[src/rtl/cache_pkg.sv]
// Shared types and width helpers for the set-associative write-back cache.
package cache_pkg;

  // Miss-handling FSM states.
  typedef enum logic [1:0] {
    IDLE,
    WRITEBACK,
    FILL
  } state_e;

  // Field width of a power-of-two quantity; zero when the field vanishes.
  function automatic int log2_w(input int n);
    return $clog2(n);
  endfunction

  // Storage width of an index into n entries; never narrower than one bit.
  function automatic int store_w(input int n);
    return (n > 1) ? $clog2(n) : 1;
  endfunction

endpackage

[src/rtl/cache_sa_wb_if.sv]
// Core-side request bus and line-wide memory bus of the cache.
interface cache_sa_wb_if #(
  parameter int WORD_SIZE  = 16,
  parameter int LINE_WORDS = 4
);
  localparam int LINE_W = LINE_WORDS * WORD_SIZE;

  logic                 c__read_m;
  logic                 c__write_m;
  logic [WORD_SIZE-1:0] c__addr;
  logic [WORD_SIZE-1:0] c__i_data;
  logic [WORD_SIZE-1:0] c__o_data;
  logic                 c__valid;

  logic                 m__read_m;
  logic                 m__write_m;
  logic [WORD_SIZE-1:0] m__addr;
  logic [LINE_W-1:0]    m__o_data;
  logic [LINE_W-1:0]    m__i_data;
  logic                 m__ready;

  // The cache: serves the core, drives the memory strobes.
  modport slave (
    input  c__read_m, c__write_m, c__addr, c__i_data, m__i_data, m__ready,
    output c__o_data, c__valid, m__read_m, m__write_m, m__addr, m__o_data
  );

  // The surrounding system: core requester plus memory model.
  modport master (
    output c__read_m, c__write_m, c__addr, c__i_data, m__i_data, m__ready,
    input  c__o_data, c__valid, m__read_m, m__write_m, m__addr, m__o_data
  );
endinterface

[src/rtl/cache_lru.sv]
// True-LRU age array: one age per way per set, plus victim selection.
module cache_lru
  import cache_pkg::*;
#(
  parameter  int NUM_SETS = 2,
  parameter  int NUM_WAYS = 2,
  localparam int IDX_SW   = store_w(NUM_SETS),
  localparam int AGE_W    = store_w(NUM_WAYS)
) (
  input  logic              clk,
  input  logic              reset_n,
  input  logic [IDX_SW-1:0] set_idx,
  input  logic              access,
  input  logic [AGE_W-1:0]  access_way,
  input  logic [NUM_WAYS-1:0] valid_vec,
  output logic [AGE_W-1:0]  victim_way
);

  logic [AGE_W-1:0] age_q     [NUM_SETS][NUM_WAYS];
  logic [AGE_W-1:0] age_row_d [NUM_WAYS];
  logic [AGE_W-1:0] old_age;
  logic             any_invalid;

  // Victim: lowest-index invalid way, otherwise the oldest way.
  always_comb begin
    // NOTE: every variable gets a default first so no path can leave it unassigned and infer a latch.
    victim_way  = '0;
    any_invalid = 1'b0;
    for (int w = NUM_WAYS - 1; w >= 0; w--) begin
      if (!valid_vec[w]) begin
        victim_way  = AGE_W'(w);
        any_invalid = 1'b1;
      end
    end
    if (!any_invalid) begin
      for (int w = 0; w < NUM_WAYS; w++) begin
        if (age_q[set_idx][w] == AGE_W'(NUM_WAYS - 1)) victim_way = AGE_W'(w);
      end
    end
  end

  // Next ages for the accessed set: accessed way becomes 0, younger ways age by one.
  always_comb begin
    old_age = age_q[set_idx][access_way];
    for (int w = 0; w < NUM_WAYS; w++) begin
      age_row_d[w] = age_q[set_idx][w];
      if (AGE_W'(w) == access_way) begin
        age_row_d[w] = '0;
      end else if (age_q[set_idx][w] < old_age) begin
        age_row_d[w] = age_q[set_idx][w] + AGE_W'(1);
      end
    end
  end

  // Age storage: identity permutation on reset, row update on each hit.
  always_ff @(posedge clk) begin
    // NOTE: non-blocking assignments keep every flop sampling pre-edge values regardless of statement order.
    if (!reset_n) begin
      for (int s = 0; s < NUM_SETS; s++)
        for (int w = 0; w < NUM_WAYS; w++)
          age_q[s][w] <= AGE_W'(w);
    end else if (access) begin
      for (int w = 0; w < NUM_WAYS; w++)
        age_q[set_idx][w] <= age_row_d[w];
    end
  end

endmodule

[src/rtl/cache_sa_wb.sv]
// N-way set-associative write-back, write-allocate cache with miss FSM and hit counters.
module cache_sa_wb
  import cache_pkg::*;
#(
  parameter int WORD_SIZE  = 16,
  parameter int NUM_SETS   = 2,
  parameter int NUM_WAYS   = 2,
  parameter int LINE_WORDS = 4
) (
  input  logic                 clk,
  input  logic                 reset_n,
  cache_sa_wb_if.slave         bus,
  output logic [WORD_SIZE-1:0] num_access,
  output logic [WORD_SIZE-1:0] num_hit
);

  localparam int OFF_W  = log2_w(LINE_WORDS);
  localparam int IDX_W  = log2_w(NUM_SETS);
  localparam int TAG_W  = WORD_SIZE - OFF_W - IDX_W;
  localparam int OFF_SW = store_w(LINE_WORDS);
  localparam int IDX_SW = store_w(NUM_SETS);
  localparam int WAY_SW = store_w(NUM_WAYS);
  localparam int LINE_W = LINE_WORDS * WORD_SIZE;

  // Line arrays.
  logic [LINE_W-1:0] data_q  [NUM_SETS][NUM_WAYS];
  logic [TAG_W-1:0]  tag_q   [NUM_SETS][NUM_WAYS];
  logic              valid_q [NUM_SETS][NUM_WAYS];
  logic              dirty_q [NUM_SETS][NUM_WAYS];

  // FSM and miss context.
  state_e               state_q, state_d;
  logic [WAY_SW-1:0]    victim_q, victim_d;
  logic [IDX_SW-1:0]    miss_idx_q, miss_idx_d;
  logic [TAG_W-1:0]     miss_tag_q, miss_tag_d;
  logic                 miss_q, miss_d;
  logic                 m_read_q, m_read_d;
  logic                 m_write_q, m_write_d;
  logic [WORD_SIZE-1:0] m_addr_q, m_addr_d;
  logic [LINE_W-1:0]    m_wdata_q, m_wdata_d;
  logic [WORD_SIZE-1:0] num_access_q, num_access_d;
  logic [WORD_SIZE-1:0] num_hit_q, num_hit_d;

  logic                 req, hit_any, hit, wr_hit, fill_en, victim_dirty;
  logic [TAG_W-1:0]     req_tag;
  logic [IDX_SW-1:0]    req_idx;
  logic [OFF_SW-1:0]    req_off;
  logic [WAY_SW-1:0]    hit_way, lru_victim;
  logic [NUM_WAYS-1:0]  valid_vec;

  function automatic logic [WORD_SIZE-1:0] line_addr(input logic [TAG_W-1:0] t,
                                                     input logic [IDX_SW-1:0] i);
    return (WORD_SIZE'(t) << (OFF_W + IDX_W)) | (WORD_SIZE'(i) << OFF_W);
  endfunction

  // Split the request address and look it up in every way of its set.
  always_comb begin
    req       = bus.c__read_m | bus.c__write_m;
    req_off   = OFF_SW'(bus.c__addr % LINE_WORDS);
    req_idx   = IDX_SW'((bus.c__addr >> OFF_W) % NUM_SETS);
    req_tag   = TAG_W'(bus.c__addr >> (OFF_W + IDX_W));
    hit_any   = 1'b0;
    hit_way   = '0;
    valid_vec = '0;
    for (int w = 0; w < NUM_WAYS; w++) begin
      valid_vec[w] = valid_q[req_idx][w];
      if (valid_q[req_idx][w] && (tag_q[req_idx][w] == req_tag)) begin
        hit_any = 1'b1;
        hit_way = WAY_SW'(w);
      end
    end
    hit          = reset_n && (state_q == IDLE) && req && hit_any;
    wr_hit       = hit && bus.c__write_m;
    victim_dirty = valid_q[req_idx][lru_victim] && dirty_q[req_idx][lru_victim];
  end

  cache_lru #(
    .NUM_SETS (NUM_SETS),
    .NUM_WAYS (NUM_WAYS)
  ) u_lru (
    .clk        (clk),
    .reset_n    (reset_n),
    .set_idx    (req_idx),
    .access     (hit),
    .access_way (hit_way),
    .valid_vec  (valid_vec),
    .victim_way (lru_victim)
  );

  // Miss FSM next-state, memory strobes and counters.
  always_comb begin
    state_d      = state_q;
    victim_d     = victim_q;
    miss_idx_d   = miss_idx_q;
    miss_tag_d   = miss_tag_q;
    miss_d       = miss_q;
    m_read_d     = m_read_q;
    m_write_d    = m_write_q;
    m_addr_d     = m_addr_q;
    m_wdata_d    = m_wdata_q;
    num_access_d = num_access_q;
    num_hit_d    = num_hit_q;
    fill_en      = 1'b0;
    unique case (state_q)
      IDLE: begin
        if (hit) begin
          num_access_d = num_access_q + WORD_SIZE'(1);
          if (!miss_q) num_hit_d = num_hit_q + WORD_SIZE'(1);
          miss_d = 1'b0;
        end else if (req) begin
          miss_d     = 1'b1;
          victim_d   = lru_victim;
          miss_idx_d = req_idx;
          miss_tag_d = req_tag;
          m_wdata_d  = data_q[req_idx][lru_victim];
          if (victim_dirty) begin
            state_d   = WRITEBACK;
            m_write_d = 1'b1;
            m_addr_d  = line_addr(tag_q[req_idx][lru_victim], req_idx);
          end else begin
            state_d  = FILL;
            m_read_d = 1'b1;
            m_addr_d = line_addr(req_tag, req_idx);
          end
        end else begin
          // A request dropped mid-miss must not leave its flag behind.
          miss_d = 1'b0;
        end
      end
      WRITEBACK: begin
        if (bus.m__ready) begin
          state_d   = FILL;
          m_write_d = 1'b0;
          m_read_d  = 1'b1;
          m_addr_d  = line_addr(miss_tag_q, miss_idx_q);
        end
      end
      FILL: begin
        if (bus.m__ready) begin
          fill_en  = reset_n;
          state_d  = IDLE;
          m_read_d = 1'b0;
          m_addr_d = '0;
        end
      end
      default: state_d = IDLE;
    endcase
  end

  // FSM, miss context, strobes and counters.
  always_ff @(posedge clk) begin
    if (!reset_n) begin
      state_q      <= IDLE;
      victim_q     <= '0;
      miss_idx_q   <= '0;
      miss_tag_q   <= '0;
      miss_q       <= 1'b0;
      m_read_q     <= 1'b0;
      m_write_q    <= 1'b0;
      m_addr_q     <= '0;
      m_wdata_q    <= '0;
      num_access_q <= '0;
      num_hit_q    <= '0;
    end else begin
      state_q      <= state_d;
      victim_q     <= victim_d;
      miss_idx_q   <= miss_idx_d;
      miss_tag_q   <= miss_tag_d;
      miss_q       <= miss_d;
      m_read_q     <= m_read_d;
      m_write_q    <= m_write_d;
      m_addr_q     <= m_addr_d;
      m_wdata_q    <= m_wdata_d;
      num_access_q <= num_access_d;
      num_hit_q    <= num_hit_d;
    end
  end

  // Valid and dirty bits: cleared on reset, set by fills and write hits.
  always_ff @(posedge clk) begin
    if (!reset_n) begin
      for (int s = 0; s < NUM_SETS; s++)
        for (int w = 0; w < NUM_WAYS; w++) begin
          valid_q[s][w] <= 1'b0;
          dirty_q[s][w] <= 1'b0;
        end
    end else if (fill_en) begin
      valid_q[miss_idx_q][victim_q] <= 1'b1;
      dirty_q[miss_idx_q][victim_q] <= 1'b0;
    end else if (wr_hit) begin
      dirty_q[req_idx][hit_way] <= 1'b1;
    end
  end

  // Line data and tags: installed on fill, word-merged on write hit.
  always_ff @(posedge clk) begin
    // NOTE: data and tag arrays have no reset; a line is only ever read after its valid bit is set.
    if (fill_en) begin
      data_q[miss_idx_q][victim_q] <= bus.m__i_data;
      tag_q[miss_idx_q][victim_q]  <= miss_tag_q;
    end else if (wr_hit) begin
      data_q[req_idx][hit_way][req_off*WORD_SIZE +: WORD_SIZE] <= bus.c__i_data;
    end
  end

  assign bus.c__valid  = hit;
  assign bus.c__o_data = data_q[req_idx][hit_way][req_off*WORD_SIZE +: WORD_SIZE];
  assign bus.m__read_m  = m_read_q;
  assign bus.m__write_m = m_write_q;
  assign bus.m__addr    = m_addr_q;
  assign bus.m__o_data  = m_wdata_q;
  assign num_access     = num_access_q;
  assign num_hit        = num_hit_q;

endmodule

[src/flat_wrapper.sv]
// flat-port wrapper written by rule: the top's interface ports become plain ports
module cache_sa_wb_flat import cache_pkg::*;
#(
  parameter int WORD_SIZE  = 16,
  parameter int NUM_SETS   = 2,
  parameter int NUM_WAYS   = 2,
  parameter int LINE_WORDS = 4
)
  (clk, reset_n, num_access, num_hit, bus_c__read_m, bus_c__write_m, bus_c__addr, bus_c__i_data, bus_m__i_data, bus_m__ready, bus_c__o_data, bus_c__valid, bus_m__read_m, bus_m__write_m, bus_m__addr, bus_m__o_data);
  cache_sa_wb_if #(.WORD_SIZE(WORD_SIZE), .LINE_WORDS(LINE_WORDS)) bus_i ();
  input  logic clk;
  input  logic reset_n;
  output logic [WORD_SIZE-1:0] num_access;
  output logic [WORD_SIZE-1:0] num_hit;
  input wire logic [$bits(bus_i.c__read_m)-1:0] bus_c__read_m;
  input wire logic [$bits(bus_i.c__write_m)-1:0] bus_c__write_m;
  input wire logic [$bits(bus_i.c__addr)-1:0] bus_c__addr;
  input wire logic [$bits(bus_i.c__i_data)-1:0] bus_c__i_data;
  input wire logic [$bits(bus_i.m__i_data)-1:0] bus_m__i_data;
  input wire logic [$bits(bus_i.m__ready)-1:0] bus_m__ready;
  output wire logic [$bits(bus_i.c__o_data)-1:0] bus_c__o_data;
  output wire logic [$bits(bus_i.c__valid)-1:0] bus_c__valid;
  output wire logic [$bits(bus_i.m__read_m)-1:0] bus_m__read_m;
  output wire logic [$bits(bus_i.m__write_m)-1:0] bus_m__write_m;
  output wire logic [$bits(bus_i.m__addr)-1:0] bus_m__addr;
  output wire logic [$bits(bus_i.m__o_data)-1:0] bus_m__o_data;
  assign bus_i.c__read_m = bus_c__read_m;
  assign bus_i.c__write_m = bus_c__write_m;
  assign bus_i.c__addr = bus_c__addr;
  assign bus_i.c__i_data = bus_c__i_data;
  assign bus_i.m__i_data = bus_m__i_data;
  assign bus_i.m__ready = bus_m__ready;
  assign bus_c__o_data = bus_i.c__o_data;
  assign bus_c__valid = bus_i.c__valid;
  assign bus_m__read_m = bus_i.m__read_m;
  assign bus_m__write_m = bus_i.m__write_m;
  assign bus_m__addr = bus_i.m__addr;
  assign bus_m__o_data = bus_i.m__o_data;
  cache_sa_wb #(.WORD_SIZE(WORD_SIZE), .NUM_SETS(NUM_SETS), .NUM_WAYS(NUM_WAYS), .LINE_WORDS(LINE_WORDS)) u_core (.clk(clk), .reset_n(reset_n), .bus(bus_i), .num_access(num_access), .num_hit(num_hit));
endmodule
[config.mk]
export PLATFORM = sky130hd
export DESIGN_NAME = cache_sa_wb_flat
export DESIGN_NICKNAME = d
export VERILOG_FILES = /design/src/rtl/cache_pkg.sv /design/src/rtl/cache_sa_wb_if.sv /design/src/rtl/cache_lru.sv /design/src/rtl/cache_sa_wb.sv /design/src/flat_wrapper.sv
export SDC_FILE = /design/constraint.sdc
export NUM_CORES = 1
export LEC_CHECK = 0
export BUFFER_PORTS_ARGS = -buffer_cell sky130_fd_sc_hd__buf_2
export CAP_MARGIN = 5
export CORE_ASPECT_RATIO = 0.9
export CORE_MARGIN = 4
export CORE_UTILIZATION = 62
export CTS_BUF_LIST = sky130_fd_sc_hd__clkbuf_8
export CTS_CLUSTER_SIZE = 40
export DETAILED_ROUTE_END_ITERATION = 8
export GPL_TIMING_DRIVEN = 0
export PLACE_DENSITY = 0.84
export SLEW_MARGIN = 20
export SYNTH_ARGS = -nofsm -noshare
export SYNTH_HDL_FRONTEND = slang
export SYNTH_SLANG_ARGS = --single-unit
export TNS_END_PERCENT = 1
[constraint.sdc]
create_clock -name clk -period 12.3 [get_ports clk]
set_input_delay 2.46 -clock clk [delete_from_list [all_inputs] [get_ports clk]]
set_output_delay 2.46 -clock clk [all_outputs]
set_load 0.03 [all_outputs]
==> results.yml <==
power:
  leakage_nw: 9.06
  internal_power_mw: 2.53
  peakVddDrop_uv: 106
  comb_power_share: 0.128
  pwr-share-seq: 0.489
  clockPowerShare: 0.383
  finalPower_mw: 3.48
  p_per_area_nw_per_um2: 143
  p_sw_mw: 0.949
  swShare: 0.272
timing:
  relSlewSlack: 0.154
  finalCriticalPeriod_ns: 9.16
  tightest_slew_ns: 1.26
  fmax_mhz: 109
  fin_crit_sh: 0.744
  rsz0062_at_grt: "false"
  drv_slew: 0
  hold_viol: 0
  setup_viol: 0
  fin_setup_tns_ns: 0
  fin_skew_ns: 0.0493
global_routing:
  antenna_found_initial: 3
  grt_use_met2: 0.568
  met1_usage: 0.443
  grt_overflow: 0
  grt-busiest-layer: "met2"
  grt_pass1_wl_mm: 98.2
  grt_max_degree: 20
  met3_usage: 0.106
  grt_pass1_vias: 16500
  grt_usage: 0.354
floorplanning:
  die_area_sq_um: 36700
  rows: 63
  core_sq_um: 33100
  die_w_um: 202
  start_util: 0.632
  dieHeight_um: 182
  num_io_pins: 232
setup_path:
  worstSetupPathType: "in2out"
  cp_max_fo: 10
  end_kind: "output pin"
  reg2reg_depth: 9
  crit_path_start_kind: "input pin"
  cp_cell_sequence: "buf_2 -> buf_4 -> buf_2 -> mux2i_1 -> xor2_1 -> nand4_1 -> nor4_4 -> clkbuf_1 -> mux4_2 -> a211o_1 -> buf_2"
  rrSetupSlack_ns: 7.36
  critPathMostFrequentCell: "buf_2"
  critPathRequiredTime_ns: 9.84
  slowest_stage: "nor4_4"
  worst-path-buf-inv: 5
  crit_arrival_ns: 6.70
  timing.rr.end: "u_core.data_q[0][8]"
  cpLargestDelayFamily: "buffers and inverters"
  rr_startpoint: "u_core.tag_q[0][10]"
  critPathMaxStageDelay_ns: 0.90
detailed_routing:
  first_pass_iters: 6
  drtAntennaViolNets: 0
  vias: 16700
  wl_mm: 66.3
  drtIter0Drc: 2237
  vias_per_cell: 6.76
  drc: 0
  wl_per_cell_um: 26.9
cts:
  cts.root.buffer_cell: "clkbuf_8"
  cts_buffers: 72
  cts_resized: 0
  path_clk_slew_ns: 0.06
  clk_latency_ns: 0.63
  cts.sinks: 450
  post-cts-setup-buffers: 0
  cts_tree: "built"
  ctsHoldBuffers: 0
  h-tree-depth: 3
  max-clock-path-buffers: 3
synthesis:
  avgSynthCellArea_sq_um: 12.5
  yosysWarnings: 0
  ys_top_cells_by_area: "edfxtp_1 46%, mux4_2 13%, dfxtp_1 13%"
  ys_seq_area_frac: 0.582
  syn-cell-area_sq_um: 20900
  netlist.top_cell.by_area: "edfxtp_1"
  synth_flop_cell: "edfxtp_1"
  async_flop_share: 0
  synth_most_common_cell: "nand2_1"
  synth_cells: 1670
  synth_top_area_share: 0.455
  ys_types: 61
  ys_ff_latch: 450
  synth_edf_count: 317
  synthTopCellsByCount: "349 x nand2_1, 317 x edfxtp_1, 133 x dfxtp_1"
placed_design:
  placed_cells: 2329
  portBuffers: 226
  dp_hpwl_mm: 47.8
  gp_congestion: 0.985
flow_run:
  max_cap_viol_count: 0
hold_path:
  worstHoldStart: "u_core.bus.m__o_data[26]"
  hold_class: "reg2reg"
  whs_path_depth: 2
  hold_end: "u_core.bus.m__o_data[26]"
layout:
  syn_to_final_growth_pct: 16.3
  layout.cells.non_filler: 2466
  drive_gt1_frac: 0.257
  final_nets: 2093
outcome:
  status: "completed"
## worst max path at each step
| stage | from | endpoint | slack, ns | cells past startpoint |
|---|---|---|---|---|
| 6_report | bus_c__addr[2] | bus_c__o_data[11] | 3.14 | 11 |
| 4_1_cts | bus_c__addr[2] | bus_c__o_data[11] | 3.06 | 11 |
| 3_3_place_gp | bus_c__addr[2] | bus_c__o_data[15] | 3.20 | 12 |
| 5_1_grt | bus_c__addr[2] | bus_c__o_data[11] | 3.19 | 11 |
| 2_1_floorplan | bus_c__addr[2] | bus_c__o_data[10] | 4.53 | 10 |
| 3_5_place_dp | bus_c__addr[2] | bus_c__o_data[11] | 3.08 | 11 |
## area by class of cell
type,instances,area [sq um]
inverters,23,86.3
well taps,422,528
flip-flops and latches,450,12200
clock buffers,92,1270
diodes,4,10.0
fillers,2139,8790
clock inverters,41,251
plain buffers,118,489
repair buffers,236,1250
multi-input cells,1080,8250
## per-stage QoR
step | worst slack (ns) | hold WS, ns | utilization | cell area (sq um)
3_3_place_gp | 3.20 | 0.441 | 0.682 | 22600
6_report | 3.14 | 0.451 | 0.734 | 24300
5_1_grt | 3.19 | 0.471 | 0.734 | 24300
3_5_place_dp | 3.08 | 0.444 | 0.688 | 22800
2_1_floorplan | 4.53 | 0.453 | - | 20900
4_1_cts | 3.06 | 0.452 | 0.734 | 24300
## placed cells by master, fill, tap and decap left out, types with 24 or more instances in the layout
cell type and instances:
buf_2 253, inv_1 42, nand2_1 349, mux2i_1 65, mux4_2 123, xnor2_1 24, a21oi_1 110, dfxtp_1 133
clkbuf_1 76, o21ai_0 104, edfxtp_1 317, clkbuf_8 92, nand3_1 34
## power by group through the flow
| stage | Sequential (mW) | Clock (mW) | Combinational [mW] |
|---|---|---|---|
| 6_report | 1.70 | 1.34 | 0.444 |
| 5_1_grt | 1.71 | 1.40 | 0.466 |
| 4_1_cts | 1.70 | 1.33 | 0.434 |
| 3_5_place_dp | 1.73 | 0 | 0.431 |
| 3_3_place_gp | 1.73 | 0 | 0.419 |
| 2_1_floorplan | 1.78 | 0 | 0.222 |
## worst reg2reg max path: stages, from the launching register on
cell and delay [ns]:
edfxtp_1 0.40, nor2b_1 0.15, o32ai_1 0.57, or4b_1 0.58
nor4_1 0.86, o21ai_1 0.46, clkbuf_1 0.33, clkbuf_1 0.42
o31ai_4 0.63, buf_8 0.24
## routing by layer
metal,share of wire,up-vias
li1,-,6961
met1,0.33,8022
met2,0.47,1422
met3,0.14,251
met4,0.055,2
met5,0.00015,-
## state kept, by name, summed over array words and instances, names as in the netlist
| name | cells |
|---|---|
| u_core.valid_q | 4 |
| u_core.state_q | 2 |
| u_core.miss_tag_q | 13 |
| u_core.bus.m__read_m | 1 |
| u_core.bus.m__o_data | 64 |
| u_core.victim_q | 1 |
| u_core.miss_idx_q | 1 |
| u_core.data_q | 256 |
| u_core.num_hit | 16 |
| u_core.u_lru.age_q | 4 |
| u_core.dirty_q | 4 |
| u_core.bus.m__addr | 14 |
| u_core.miss_q | 1 |
| u_core.tag_q | 52 |
| u_core.bus.m__write_m | 1 |
| u_core.num_access | 16 |
## cells by family after synthesis
kind of cell | synth area share
XOR/XNOR | 0.0126
buffers and inverters | 0.0275
adder cells (fa/ha/maj) | 0.00658
AND/OR/NAND/NOR | 0.108
AO/OA/AOI/OAI | 0.0979
flip-flops | 0.582
multiplexers | 0.165
other | 0.000179
No activity file was read; power rests on OpenSTA's default activity.
